## src/rtl/pwm_pkg.sv

```systemverilog
// Shared definitions for the PWM tone generator: the FSM state encoding and
// the processor register map.
package pwm_pkg;

   typedef enum logic [1:0] {
      IDLE = 2'd0,
      RUN  = 2'd1,
      REST = 2'd2
   } state_t;

   localparam logic [1:0] ADDR_PERIOD = 2'd0;
   localparam logic [1:0] ADDR_DUTY   = 2'd1;
   localparam logic [1:0] ADDR_CTRL   = 2'd2;

endpackage

```

## src/rtl/pwm_tone_gen_sync2.sv

```systemverilog
// Two-flop synchronizer for one asynchronous level input.
// Both stages clear on the synchronous active-high reset.
module sync2 (
   input  logic clock,
   input  logic reset,
   input  logic d,
   output logic q
);

   logic meta;

   // Shift the input through two flops to settle metastability.
   always_ff @(posedge clock) begin
      if (reset) begin
         meta <= 1'b0;
         q    <= 1'b0;
      end else begin
         meta <= d;
         q    <= meta;
      end
   end

endmodule

```

## src/rtl/pwm_tone_gen.sv

```systemverilog
// PWM tone generator: register bank with pending/live PERIOD and DUTY,
// IDLE/RUN/REST FSM, period counter and registered PWM output.
// Build option: define PWM_INPUT_SYNC_EN to pass rest/active through
// 2-flop synchronizers (2 extra cycles of latency); otherwise they feed the
// next-state logic directly.
module pwm_tone_gen
   import pwm_pkg::*;
#(
   parameter int CNT_W = 20
) (
   input  logic        clock,
   input  logic        reset,
   input  logic        wr_en,
   input  logic [1:0]  wr_addr,
   input  logic [31:0] wr_data,
   input  logic        rest,
   input  logic        active,
   output logic        pwm_out,
   output logic        period_done,
   output logic [1:0]  state
);

   localparam logic [CNT_W-1:0] ONE = CNT_W'(1);

   logic             rest_s;
   logic             active_s;
   logic [CNT_W-1:0] pend_period, pend_duty;
   logic [CNT_W-1:0] pend_period_nxt, pend_duty_nxt;
   logic [CNT_W-1:0] live_period, live_duty;
   logic [CNT_W-1:0] cnt;
   logic [CNT_W-1:0] last_cnt;
   logic             at_last;
   logic             en, en_nxt;
   logic             load_live;
   state_t           cur_state, nstate;
   logic             unused_wr_data;

`ifdef PWM_INPUT_SYNC_EN
   sync2 u_sync_rest (
      .clock (clock),
      .reset (reset),
      .d     (rest),
      .q     (rest_s)
   );

   sync2 u_sync_active (
      .clock (clock),
      .reset (reset),
      .d     (active),
      .q     (active_s)
   );
`else
   assign rest_s   = rest;
   assign active_s = active;
`endif

   // Only the low CNT_W bits of a write are meaningful.
   assign unused_wr_data = ^wr_data[31:CNT_W];

   assign last_cnt    = live_period - ONE;
   assign at_last     = (cnt == last_cnt);
   assign period_done = (cur_state == RUN) && at_last;
   assign state       = cur_state;

   // Register-write decode; a fresh write is visible to a same-cycle live copy.
   always_comb begin
      // NOTE: every output gets a default first so no latch is inferred.
      pend_period_nxt = pend_period;
      pend_duty_nxt   = pend_duty;
      en_nxt          = en;
      if (wr_en) begin
         case (wr_addr)
            ADDR_PERIOD: pend_period_nxt = wr_data[CNT_W-1:0];
            ADDR_DUTY:   pend_duty_nxt   = wr_data[CNT_W-1:0];
            ADDR_CTRL:   en_nxt          = wr_data[0];
            default:     ;
         endcase
      end
      // active overrides a same-cycle CTRL clear.
      if (active_s) en_nxt = 1'b1;
   end

   // Next-state logic; rest takes priority over every other transition.
   always_comb begin
      nstate    = cur_state;
      load_live = 1'b0;
      case (cur_state)
         IDLE: begin
            if (en_nxt && !rest_s && (pend_period != '0)) begin
               nstate    = RUN;
               load_live = 1'b1;
            end
         end
         RUN: begin
            if (rest_s) begin
               nstate = REST;
            end else if (at_last) begin
               load_live = 1'b1;
               if (!en_nxt) nstate = IDLE;
            end
         end
         REST: begin
            if (!rest_s) nstate = en_nxt ? RUN : IDLE;
         end
         default: nstate = IDLE;
      endcase
   end

   // State, register bank, counter and PWM output.
   always_ff @(posedge clock) begin
      // NOTE: non-blocking assignments for all sequential state.
      if (reset) begin
         cur_state   <= IDLE;
         pend_period <= '0;
         pend_duty   <= '0;
         live_period <= '0;
         live_duty   <= '0;
         en          <= 1'b0;
         cnt         <= '0;
         pwm_out     <= 1'b0;
      end else begin
         cur_state   <= nstate;
         pend_period <= pend_period_nxt;
         pend_duty   <= pend_duty_nxt;
         en          <= en_nxt;
         if (load_live) begin
            live_period <= pend_period_nxt;
            live_duty   <= pend_duty_nxt;
         end
         // IDLE pins the counter at 0; REST and the REST->RUN edge hold it.
         if (nstate == IDLE) begin
            cnt <= '0;
         end else if ((cur_state == RUN) && (nstate == RUN)) begin
            cnt <= at_last ? '0 : cnt + ONE;
         end
         pwm_out <= (cur_state == RUN) && (cnt < live_duty);
      end
   end

endmodule

```

## config.mk

```make
export PLATFORM = sky130hd
export DESIGN_NAME = pwm_tone_gen
export DESIGN_NICKNAME = d
export VERILOG_FILES = /design/src/rtl/pwm_pkg.sv /design/src/rtl/pwm_tone_gen_sync2.sv /design/src/rtl/pwm_tone_gen.sv
export SDC_FILE = /design/constraint.sdc
export NUM_CORES = 1
export LEC_CHECK = 0
export CAP_MARGIN = 20
export CORE_MARGIN = 3
export CORE_UTILIZATION = 57
export DETAILED_ROUTE_END_ITERATION = 8
export DONT_BUFFER_PORTS = 1
export MAX_ROUTING_LAYER = met4
export PLACE_DENSITY = 0.75
export SETUP_SLACK_MARGIN = 0.1
export SLEW_MARGIN = 0
export SYNTH_ARGS = -nofsm -noshare
export SYNTH_HDL_FRONTEND = slang
export SYNTH_SLANG_ARGS = --single-unit
```

## constraint.sdc

```tcl
create_clock -name clock -period 2.9 [get_ports clock]
set_input_delay 0.58 -clock clock [delete_from_list [all_inputs] [get_ports clock]]
set_output_delay 0.58 -clock clock [all_outputs]
set_load 0.02 [all_outputs]
```

==> results of run 1 <==
[cell usage after synthesis (all sizes together) (3+ instances only)]
| library cell | number |
|---|---|
| xor2 | 7 |
| ha | 21 |
| a21oi | 70 |
| a31oi | 3 |
| or4 | 14 |
| clkbuf | 26 |
| a21o | 6 |
| o211ai | 3 |
| dfxtp | 104 |
| and2 | 3 |
| nand3 | 10 |
| nand2 | 97 |
| mux2 | 41 |
| o31ai | 12 |
| xnor2 | 17 |
| and3 | 7 |
| nor2b | 20 |
| o21ai | 18 |
| nor2 | 41 |
| nand4 | 13 |
| inv | 25 |
| buf | 4 |
| nand3b | 3 |
| nor3 | 10 |
| and4 | 3 |
| nor3b | 4 |
| or3 | 14 |
| nor4 | 9 |
[sequential cells by signal, summed over array words and instances, names as in the netlist]
name         cells
cnt             20
pend_period     20
en               1
pwm_out          1
state            2
live_duty       20
pend_duty       20
live_period     20
[critical path, cell delays in order, from the launching register on]
cell and delay, ns:
dfxtp_2 0.35, inv_2 0.07, ha_4 0.14, or4b_4 0.48, or3_4 0.40, a211o_1 0.28
a22oi_4 0.16, nand4_2 0.11, or4_4 0.45, nor2_4 0.18
[logic make-up after synthesis]
| kind of cell | share of synthesized area |
|---|---|
| AOI/OAI and AO/OA | 0.145 |
| xor gates and xnor gates | 0.0393 |
| adders and majority gates | 0.0491 |
| buffers and inverters | 0.0419 |
| DFF | 0.389 |
| muxes | 0.0863 |
| and+or+nand+nor | 0.249 |
[repair_timing]
| item | 4_1_cts | 5_1_grt |
|---|---|---|
| gates cloned | 7 | 0 |
| pin swaps | 5 | 5 |
| endpoints found under the setup margin | 61 | 62 |
| setup buffers | 17 | 6 |
| resized for setup | 30 | 44 |
[layout make-up]
class                      count  share of cell area
clock buffer                  10              0.0204
timing repair buffer          82               0.128
tap                          108              0.0200
inverter                      25              0.0139
clock inverter                 6              0.0104
sequential                   104               0.309
multi-input combinational    472               0.499
[path summary, 6_finish.rpt]
check / start / end / slack (ns)
setup reg to reg: live_period[1] / live_period[2] / -0.59
setup / recovery: live_period[1] / period_done / -0.66
hold / removal: reset / pend_period[0] / 0.29
hold reg to reg: pend_duty[7] / pend_duty[7] / 0.46
[power by group]
group	switching [mW]	internal [mW]
Sequential	0.0250	1.46
Clock	0.577	0.365
Combinational	0.304	0.335
[layer usage]
metal,up-vias,part of all wire
li1,2355,-
met1,2393,0.41
met2,183,0.50
met3,49,0.049
met4,0,0.041
met5,-,0
==> metrics.md, run 1 <==
| Metric | Value |
|---|---|
| Leakage | `2.72 nW` |
| RSZ-0062 raised after global routing | `true` |
| Placed Cells | `766` |
| Gr ovfl total | `0` |
| Final Cell Area | `0.00675 sq mm` |
| Synthesized flop and latch total | `104` |
| Pre-CTS setup slack | `-0.247 ns` |
| FF/Latch Area | `0.00208 sq mm` |
| Crit-path max FO | `3` |
| Routability cong. | `0.897` |
| Hold-fix buffers, CTS | `0` |
| CTS buffer count | `9` |
| Ports | `43` |
| Starting Density | `0.599` |
| Ys Warns | `0` |
| Antenna diodes | `0` |
| IO buf count | `0` |
| Tightest Hold Check Type | `input port to register` |
| First-pass GRT wire length | `24600 um` |
| EDFF count, synth | `0` |
| Sequential fraction of the synthesis area | `0.389` |
| Fin cells | `807` |
| Die Height | `103 um` |
| P&R area growth vs syn | `26.2%` |
| Final Skew | `0.0176 ns` |
| Area of the multi-input gates | `0.00336 sq mm` |
| Die area | `0.0106 sq mm` |
| DR pass1 iterations | `5` |
| Relative slew slack | `0.465` |
| Clock Pin Slew Worst Setup and Hold Paths | `0.12 ns` |
| Minimum clock period | `3.56 ns` |
| Worst hold slack | `0.295 ns` |
| Synth Net Count | `691` |
| Via count | `4980` |
| Nets@finish | `754` |
| CORE AREA | `0.00893 sq mm` |
| Placed Area | `0.00590 sq mm` |
| # Max-Cap Violations | `0` |
| Final number of setup-violating endpoints | `61` |
| Final WL | `15700 um` |
| Met3 Resource Use GR | `0.0440` |
| Post-DP HPWL | `10200 um` |
| Fin crit share | `1.23` |
| Synthesized area per cell | `8.47 sq um` |
| Final Total Pwr | `3.07 mW` |
| Met2 usage | `0.547` |
| WS Path Type | `register to output pin` |
| Dominant cells by area after synthesis | `dfxtp_1, mux2_2, nand2_1` |
| Layer with the highest usage | `met2` |
| Max clock buf depth | `2` |
| Tot GR Track Use | `0.313` |
| Failing checks | `negative setup slack` |
| Pwr Density | `455 mW/mm^2` |
| Mapped Cells | `631` |
| Max Fclk | `281 MHz` |
| Via density | `6.17` |
| CP Capture Type | `output pin` |
| Status | `finished with violations` |
| Synth area leader | `dfxtp_1` |
| Initial antenna violation count | `0` |
| Final Worst Setup Slack | `-0.664 ns` |
| Slew @ Worst Pin | `0.800 ns` |
| Final Hold Vio Count | `0` |
| CTS tree | `done` |
| Total negative setup slack | `-32.13 ns` |
| Vias in the first global route | `4941` |
| Worst Hold Depth | `1` |
| Row count | `34` |
| Share of cells above drive strength 1 | `0.262` |
| Routed Antenna Nets | `0` |
| Clk sinks | `104` |
| H-tree Lvls | `3` |
| Commonest non-fill, non-tap cell in the layout | `dfxtp_1` |
| Routed length per instance | `19.5 um` |
| Met1 usage | `0.359` |
| VDD IR max | `0.353 mV` |
| Drt drc | `0` |
| Area share of the leading cell type in the synthesized netlist | `0.389` |
| Die X | `103 um` |
| Reg2Reg Depth | `18` |
| Root buffer cell | `clkbuf_8` |
| Synth unique cells | `57` |
| Initial DRC count | `304` |
| Number of max-slew violations in the final report | `0` |
| Commonest non-fill, non-tap cells in the layout | `dfxtp_1, nand2_1, buf_4` |
| Fillers | `627` |
| Mapped Area | `0.00535 sq mm` |
| Ys flop type | `dfxtp_1` |
| Async set-reset flop share out of synthesis | `0` |
| CP arrival | `2.98 ns` |
| Skew-Pair Late Insertion Delay | `0.38 ns` |
| Util after Layout | `0.755` |
| Startpoint type of the worst setup path | `register` |
| CP required | `2.32 ns` |
| Largest net degree at the start of global routing | `85` |
Note: power is estimated with default switching activity, not from simulation.
==> run 2, diff against run 1 <==
Settings changed: ABC_AREA set to 1, CORE_UTILIZATION 57 to 58, PLACE_DENSITY 0.75 to 0.76.
==> run 2 against run 1 <==
The run now ends clean; setup slack improved by 0.81 ns; clock power fell by 1%; die area up 14%; sequential power rose by 8%; highest routed layer unchanged; critical path type unchanged; via count grew 14%; sequential cell count stayed put; non-clock buffer count fell by 57; largest power group unchanged; core utilization fell by 11 points; hold slack lost 0.062 ns; largest cell class unchanged.
==> metrics.md, run 2 <==
| Metric | Value |
|---|---|
| Crit-path max FO | `7 (was 3)` |
| Skew-Pair Late Insertion Delay | `0.40 ns (was 0.38 ns)` |
| EDFF count, synth | `0 (unchanged)` |
| Initial antenna violation count | `0 (unchanged)` |
| Final WL | `14900 um (was 15700 um)` |
| Top-count cell post-synth | `nor2_1 (was dfxtp_1)` |
| Clk sinks | `104 (unchanged)` |
| Startpoint type of the worst setup path | `register (unchanged)` |
| Row count | `37 (was 34)` |
| CP required | `2.32 ns (about the same)` |
| Die X | `110 um (was 103 um)` |
| Commonest non-fill, non-tap cell in the layout | `nor2_1 (was dfxtp_1)` |
| Starting Density | `0.601 (was 0.599)` |
| CP bufs+invs | `2 (was 1)` |
| Clock Pin Slew Worst Setup and Hold Paths | `0.11 ns (was 0.12 ns)` |
| Post-DP HPWL | `11000 um (was 10200 um)` |
| H-tree Lvls | `3 (unchanged)` |
| Final Total Pwr | `3.49 mW (was 3.07 mW)` |
| Minimum clock period | `2.75 ns (was 3.56 ns)` |
| DR pass1 iterations | `5 (unchanged)` |
| Worst Hold Depth | `1 (unchanged)` |
| Placed Area | `0.00636 sq mm (was 0.00590 sq mm)` |
| Mapped Area | `0.00623 sq mm (was 0.00535 sq mm)` |
| Largest net degree at the start of global routing | `44 (was 85)` |
| Relative slew slack | `0.545 (was 0.465)` |
| Post-synth top cells | `nor2_1, nand2_1, inv_1 (was dfxtp_1, nand2_1, a21oi_1)` |
| RSZ-0062 raised after global routing | `true (unchanged)` |
| Mapped Cells | `965 (was 631)` |
| Sequential fraction of the synthesis area | `0.334 (was 0.389)` |
| Initial DRC count | `347 (was 304)` |
| Routed Antenna Nets | `0 (unchanged)` |
| # Max-Cap Violations | `0 (unchanged)` |
| WS Path Type | `register to output pin (unchanged)` |
| CP Capture Type | `output pin (unchanged)` |
| Final Cell Area | `0.00671 sq mm (was 0.00675 sq mm)` |
| Leakage | `3.37 nW (was 2.72 nW)` |
| Die Height | `110 um (was 103 um)` |
| Critical-path top delay cell | `dfxtp_2 (was or4b_4)` |
| Synth unique cells | `37 (was 57)` |
| Die area | `0.0120 sq mm (was 0.0106 sq mm)` |
| Routed length per instance | `13.4 um (was 19.5 um)` |
| Via density | `5.12 (was 6.17)` |
| Final Worst Setup Slack | `0.150 ns (was -0.664 ns)` |
| Area share of the leading cell type in the synthesized netlist | `0.334 (was 0.389)` |
| Hold-fix buffers, CTS | `0 (unchanged)` |
| Ys Warns | `0 (unchanged)` |
| Final number of setup-violating endpoints | `0 (was 61)` |
| Commonest non-fill, non-tap cells in the layout | `nor2_1, nand2_1, inv_1 (was dfxtp_1, nand2_1, buf_4)` |
| Nets@finish | `1027 (was 754)` |
| Ports | `43 (unchanged)` |
| VDD IR max | `0.472 mV (was 0.353 mV)` |
| CP arrival | `2.17 ns (was 2.98 ns)` |
| Gr ovfl total | `0 (unchanged)` |
| Synth Net Count | `1025 (was 691)` |
| Drt drc | `0 (unchanged)` |
| Synthesized flop and latch total | `104 (unchanged)` |
| Slew @ Worst Pin | `0.676 ns (was 0.800 ns)` |
| Tot GR Track Use | `0.274 (was 0.313)` |
| IO buf count | `0 (unchanged)` |
| Total negative setup slack | `0 ns (was -32.13 ns)` |
| Final Skew | `0.0122 ns (was 0.0176 ns)` |
| CTS buffer count | `9 (unchanged)` |
| CORE AREA | `0.0104 sq mm (was 0.00893 sq mm)` |
| CP delay by family, top | `simple AND/OR/NAND/NOR gates (unchanged)` |
| Via count | `5677 (was 4980)` |
| First-pass GRT wire length | `25000 um (was 24600 um)` |
| Final Hold Vio Count | `0 (unchanged)` |
| Pre-CTS setup slack | `0.315 ns (was -0.247 ns)` |
| Number of max-slew violations in the final report | `0 (unchanged)` |
| Critical path, cell by cell | `buf_4, nor2_4, nand2_2, nor2_4, nand2_1, xor2_1, nor2_1, nand3_1, nor3_2, buf_4 (was inv_2, ha_4, or4b_4, or3_4, a211o_1, a22oi_4, nand4_2, or4_4, nor2_4)` |
| CTS tree | `done (unchanged)` |
| Vias in the first global route | `5350 (was 4941)` |
| Root buffer cell | `clkbuf_8 (unchanged)` |
| Worst path max stage delay | `0.34 ns (was 0.48 ns)` |
| Pwr Density | `520 mW/mm^2 (was 455 mW/mm^2)` |
| Ys flop type | `dfxtp_1 (unchanged)` |
| Dominant cells by area after synthesis | `dfxtp_1, nor2_1, nand2_1 (was dfxtp_1, mux2_2, nand2_1)` |
| Max clock buf depth | `2 (unchanged)` |
| Routability cong. | `0.968 (was 0.897)` |
| P&R area growth vs syn | `7.67% (was 26.2%)` |
| Async set-reset flop share out of synthesis | `0 (unchanged)` |
| Antenna diodes | `0 (unchanged)` |
| Share of cells above drive strength 1 | `0.117 (was 0.262)` |
| Status | `finished, final reports clean (was finished with violations)` |
| Max Fclk | `364 MHz (was 281 MHz)` |
| Reg2Reg Depth | `15 (was 18)` |
| Fin crit share | `0.948 (was 1.23)` |
| Tightest Hold Check Type | `input port to register (unchanged)` |
| Synthesized area per cell | `6.46 sq um (was 8.47 sq um)` |
| Synth area leader | `dfxtp_1 (unchanged)` |
| Critical path depth in cells | `10 (was 9)` |
| Fillers | `981 (was 627)` |
-- run 2: metrics by stage --
step	util	std cells	hold WS, ns
finish	0.647	1108	0.233
floorplan	-	965	0.441
detailed placement	0.613	1086	0.482
global route	0.647	1108	0.206
global placement	0.613	1086	0.476
CTS	0.637	1103	0.209
-- run 2: logic make-up (layout without fill, tap and decap cells) --
logic type / Yosys count / in the layout / synth area share
AO/OA/AOI/OAI: 113 / 113 / 0.105
XOR/XNOR: 35 / 35 / 0.0514
adder cells (fa/ha/maj): 21 / 21 / 0.0422
buffers and inverters: 190 / 197 / 0.127
flip-flops: 104 / 104 / 0.334
multiplexers: 3 / 3 / 0.00482
AND/OR/NAND/NOR: 499 / 499 / 0.336
-- run 2: final timing paths --
check / startpoint / end / slack [ns]
worst max register to register: live_period[1] / live_period[2] / 0.55
worst min-delay path: reset / pend_duty[13] / 0.23
worst max-delay path: live_period[1] / period_done / 0.15
worst min register to register: live_duty[19] / live_duty[19] / 0.50
-- run 2: timing repair --
action | 4_1_cts | 5_1_grt
gates resized for setup | 10 | 28
pin swaps | 3 | 14
setup buffers | 1 | 5
setup endpoints to repair | 1 | 1
gates cloned | 0 | 0
-- run 2: area by class of cell --
| cell class | count | area (sq um) | share of cell area |
|---|---|---|---|
| Multi-Input combinational cell | 671 | 3440 | 0.513 |
| Timing Repair Buffer | 25 | 200 | 0.0298 |
| Clock buffer | 9 | 124 | 0.0185 |
| Inverter | 156 | 591 | 0.0880 |
| Tap cell | 136 | 170 | 0.0254 |
| Clock inverter | 7 | 85.1 | 0.0127 |
| Sequential cell | 104 | 2100 | 0.313 |
-- run 2: power breakdown --
| group | leakage (nW) | total, mW | switching (mW) | internal, mW |
|---|---|---|---|---|
| Sequential | 0.855 | 1.61 | 0.0842 | 1.53 |
| Clock | 0.101 | 0.931 | 0.586 | 0.345 |
| Combinational | 2.42 | 0.943 | 0.596 | 0.347 |
| Total | 3.37 | 3.49 | 1.27 | 2.22 |
-- run 2: per-layer routing --
metal / track usage / wire length [um] / vias up
met3: 0.0599 / 751 / 44
met2: 0.443 / 6860 / 133
met4: 0.134 / 584 / 0
met5: - / 0 / -
li1: - / - / 2968
met1: 0.323 / 6680 / 2532
==> run 3, diff against run 2 <==
Settings changed: ABC_AREA 1 to unset, BUFFER_PORTS_ARGS set to -buffer_cell sky130_fd_sc_hd__buf_2, CORE_UTILIZATION 58 to 54, DONT_BUFFER_PORTS 1 to unset.
==> run 3 against run 2 <==
The flow now finishes with violations (negative setup slack); non-clock buffer count rose by 96; first-iteration DRC count fell by 9.5%; critical path depth did not move; sequential share of layout area fell by 1.7 points; largest cell class unchanged.
==> metrics.md, run 3 (same netlist as run 1, synthesis figures left out) <==
| Metric | Value |
|---|---|
| Status | `finished with violations (was finished, final reports clean)` |
| Failing checks | `negative setup slack` |
| R2R Setup Slk | `-0.68 ns (was 0.55 ns)` |
| Critical path, cell by cell | `inv_2, ha_4, or4b_4, or3_4, a211o_1, a22oi_4, nand4_2, or4_4, nor2_4, buf_6 (was buf_4, nor2_4, nand2_2, nor2_4, nand2_1, xor2_1, nor2_1, nand3_1, nor3_2, buf_4)` |
| Reg-to-reg startpoint | `live_period[1] (unchanged)` |
| Fillers | `649 (was 981)` |
| IO buf count | `30 (was 0)` |
| Share of cells above drive strength 1 | `0.308 (was 0.117)` |
| RR Endpoint | `cnt[15] (was live_period[2])` |
| FF/Latch Area | `0.00209 sq mm (was 0.00210 sq mm)` |
| Worst hold slack | `0.444 ns (was 0.233 ns)` |
| Commonest non-fill, non-tap cells in the layout | `dfxtp_1, nand2_1, buf_4 (was nor2_1, nand2_1, inv_1)` |
| Commonest non-fill, non-tap cell in the layout | `dfxtp_1 (was nor2_1)` |
| P&R area growth vs syn | `32.3% (was 7.67%)` |
| Pre-CTS setup slack | `-0.329 ns (was 0.315 ns)` |
| Max Fclk | `276 MHz (was 364 MHz)` |
| Drt drc | `0 (unchanged)` |
| Clk sinks | `104 (unchanged)` |
| Max clock buf depth | `2 (unchanged)` |
| CP Capture Type | `output pin (unchanged)` |
| Final Hold Vio Count | `0 (unchanged)` |
| Post-DP HPWL | `10200 um (was 11000 um)` |
| Worst Hold Depth | `2 (was 1)` |
| Critical-path top delay cell | `or4b_4 (was dfxtp_2)` |
| Pwr Density | `435 mW/mm^2 (was 520 mW/mm^2)` |
| # Max-Cap Violations | `0 (unchanged)` |
| Skew-Pair Late Insertion Delay | `0.38 ns (was 0.40 ns)` |
| Gr ovfl total | `0 (unchanged)` |
| Final WL | `16600 um (was 14900 um)` |
| First-pass GRT wire length | `24700 um (was 25000 um)` |
| CP required | `2.32 ns (about the same)` |
| Startpoint type of the worst setup path | `register (unchanged)` |
| Minimum clock period | `3.62 ns (was 2.75 ns)` |
| Hold-fix buffers, CTS | `0 (unchanged)` |
| Antenna diodes | `0 (unchanged)` |
| Util after Layout | `0.751 (was 0.647)` |
| Fin crit share | `1.25 (was 0.948)` |
| Hold EP | `state[1] (was pend_duty[13])` |
| Largest net degree at the start of global routing | `83 (was 44)` |
| Number of max-slew violations in the final report | `0 (unchanged)` |
| Crit-path max FO | `3 (was 7)` |
| Nets@finish | `793 (was 1027)` |
| Routed length per instance | `19.1 um (was 13.4 um)` |
| Starting Density | `0.568 (was 0.601)` |
| Slew @ Worst Pin | `0.856 ns (was 0.676 ns)` |
| Via density | `6.01 (was 5.12)` |
| CORE AREA | `0.00942 sq mm (was 0.0104 sq mm)` |
| Initial antenna violation count | `0 (unchanged)` |
| Fin cells | `867 (was 1108)` |
| Ports | `43 (unchanged)` |
| Relative slew slack | `0.427 (was 0.545)` |
| Root buffer cell | `clkbuf_8 (unchanged)` |
| RSZ-0062 raised after global routing | `true (unchanged)` |
| Via count | `5211 (was 5677)` |
| Row count | `35 (was 37)` |
| Worst min-delay path startpoint | `reset (unchanged)` |
| Vias in the first global route | `5218 (was 5350)` |
| Die Height | `106 um (was 110 um)` |
| Reg2Reg Depth | `16 (was 15)` |
| Final Skew | `0.0131 ns (was 0.0122 ns)` |
| Tightest Hold Check Type | `input port to register (unchanged)` |
| H-tree Lvls | `3 (unchanged)` |
| CTS tree | `done (unchanged)` |
| DR pass1 iterations | `5 (unchanged)` |
| Worst path max stage delay | `0.47 ns (was 0.34 ns)` |
| CP delay by family, top | `simple AND/OR/NAND/NOR gates (unchanged)` |
| Final Worst Setup Slack | `-0.723 ns (was 0.150 ns)` |
| VDD IR max | `0.310 mV (was 0.472 mV)` |
| CP arrival | `3.04 ns (was 2.17 ns)` |
| Initial DRC count | `314 (was 347)` |
| Routability cong. | `0.910 (was 0.968)` |
| WS Path Type | `register to output pin (unchanged)` |
| Die area | `0.0111 sq mm (was 0.0120 sq mm)` |
| Routed Antenna Nets | `0 (unchanged)` |
| Final Total Pwr | `3.08 mW (was 3.49 mW)` |
| CTS buffer count | `9 (unchanged)` |
| Leakage | `2.94 nW (was 3.37 nW)` |
| Area of the multi-input gates | `0.00342 sq mm (was 0.00344 sq mm)` |
| Final number of setup-violating endpoints | `61 (was 0)` |
| Die X | `106 um (was 110 um)` |
| CP bufs+invs | `2 (unchanged)` |
| Tot GR Track Use | `0.285 (was 0.274)` |
| Placed Cells | `821 (was 1086)` |
| Clock Pin Slew Worst Setup and Hold Paths | `0.11 ns (about the same)` |
run 3: metal layers:
metal | vias to the layer above | global-route usage | share of wire
met4 | 0 | 0.142 | 0.045
met3 | 63 | 0.0533 | 0.051
met2 | 200 | 0.493 | 0.51
met1 | 2516 | 0.315 | 0.40
li1 | 2432 | - | -
met5 | - | - | 0
run 3: final cells by class:
cell class                      instances  share of cell area
Clock buffer                            9              0.0175
Sequential cell                       104               0.296
Inverter                               25              0.0133
Multi-Input combinational cell        472               0.483
Tap cell                              129              0.0228
Clock inverter                          7             0.00920
Timing Repair Buffer                  121               0.159
run 3: where the power goes:
part           internal (mW)  switching (mW)
sequential              1.46          0.0218
clock                  0.330           0.566
combinational          0.356           0.345
run 3: worst register-to-register path: stages (launching register included):
cell       delay (ns)
dfxtp_2          0.35
inv_2            0.08
ha_4             0.14
or4b_4           0.47
or3_4            0.39
a211o_1          0.28
a22oi_4          0.17
nand4_2          0.11
buf_4            0.15
buf_6            0.11
buf_6            0.10
buf_6            0.10
or4_4            0.46
o21ai_4          0.17
buf_6            0.13
bufbuf_16        0.25
a21oi_2          0.03
run 3: worst max path at each step:
| stage | slack [ns] | from | endpoint | cells after the start |
|---|---|---|---|---|
| finish | -0.72 | live_period[1] | period_done | 10 |
| global route | -0.77 | live_period[1] | period_done | 10 |
| CTS | -0.69 | live_period[1] | period_done | 10 |
| detailed placement | -0.33 | live_period[1] | period_done | 10 |
| global placement | -0.28 | live_period[1] | period_done | 10 |
| floorplan | -0.09 | live_period[0] | period_done | 9 |
run 3: repair_timing:
| action | in CTS | in global routing |
|---|---|---|
| endpoints found under the setup margin | 62 | 62 |
| gates cloned | 7 | 1 |
| buffers inserted | 18 | 7 |
| pin swaps | 9 | 6 |
| gates resized for setup | 29 | 60 |
run 3: through the flow:
stage	cell area, sq um	setup TNS (ns)
finish	7080	-30.36
global route	7080	-34.50
CTS	6760	-20.67
detailed placement	6110	-6.38
global placement	6110	-2.52
floorplan	5400	-0.0890
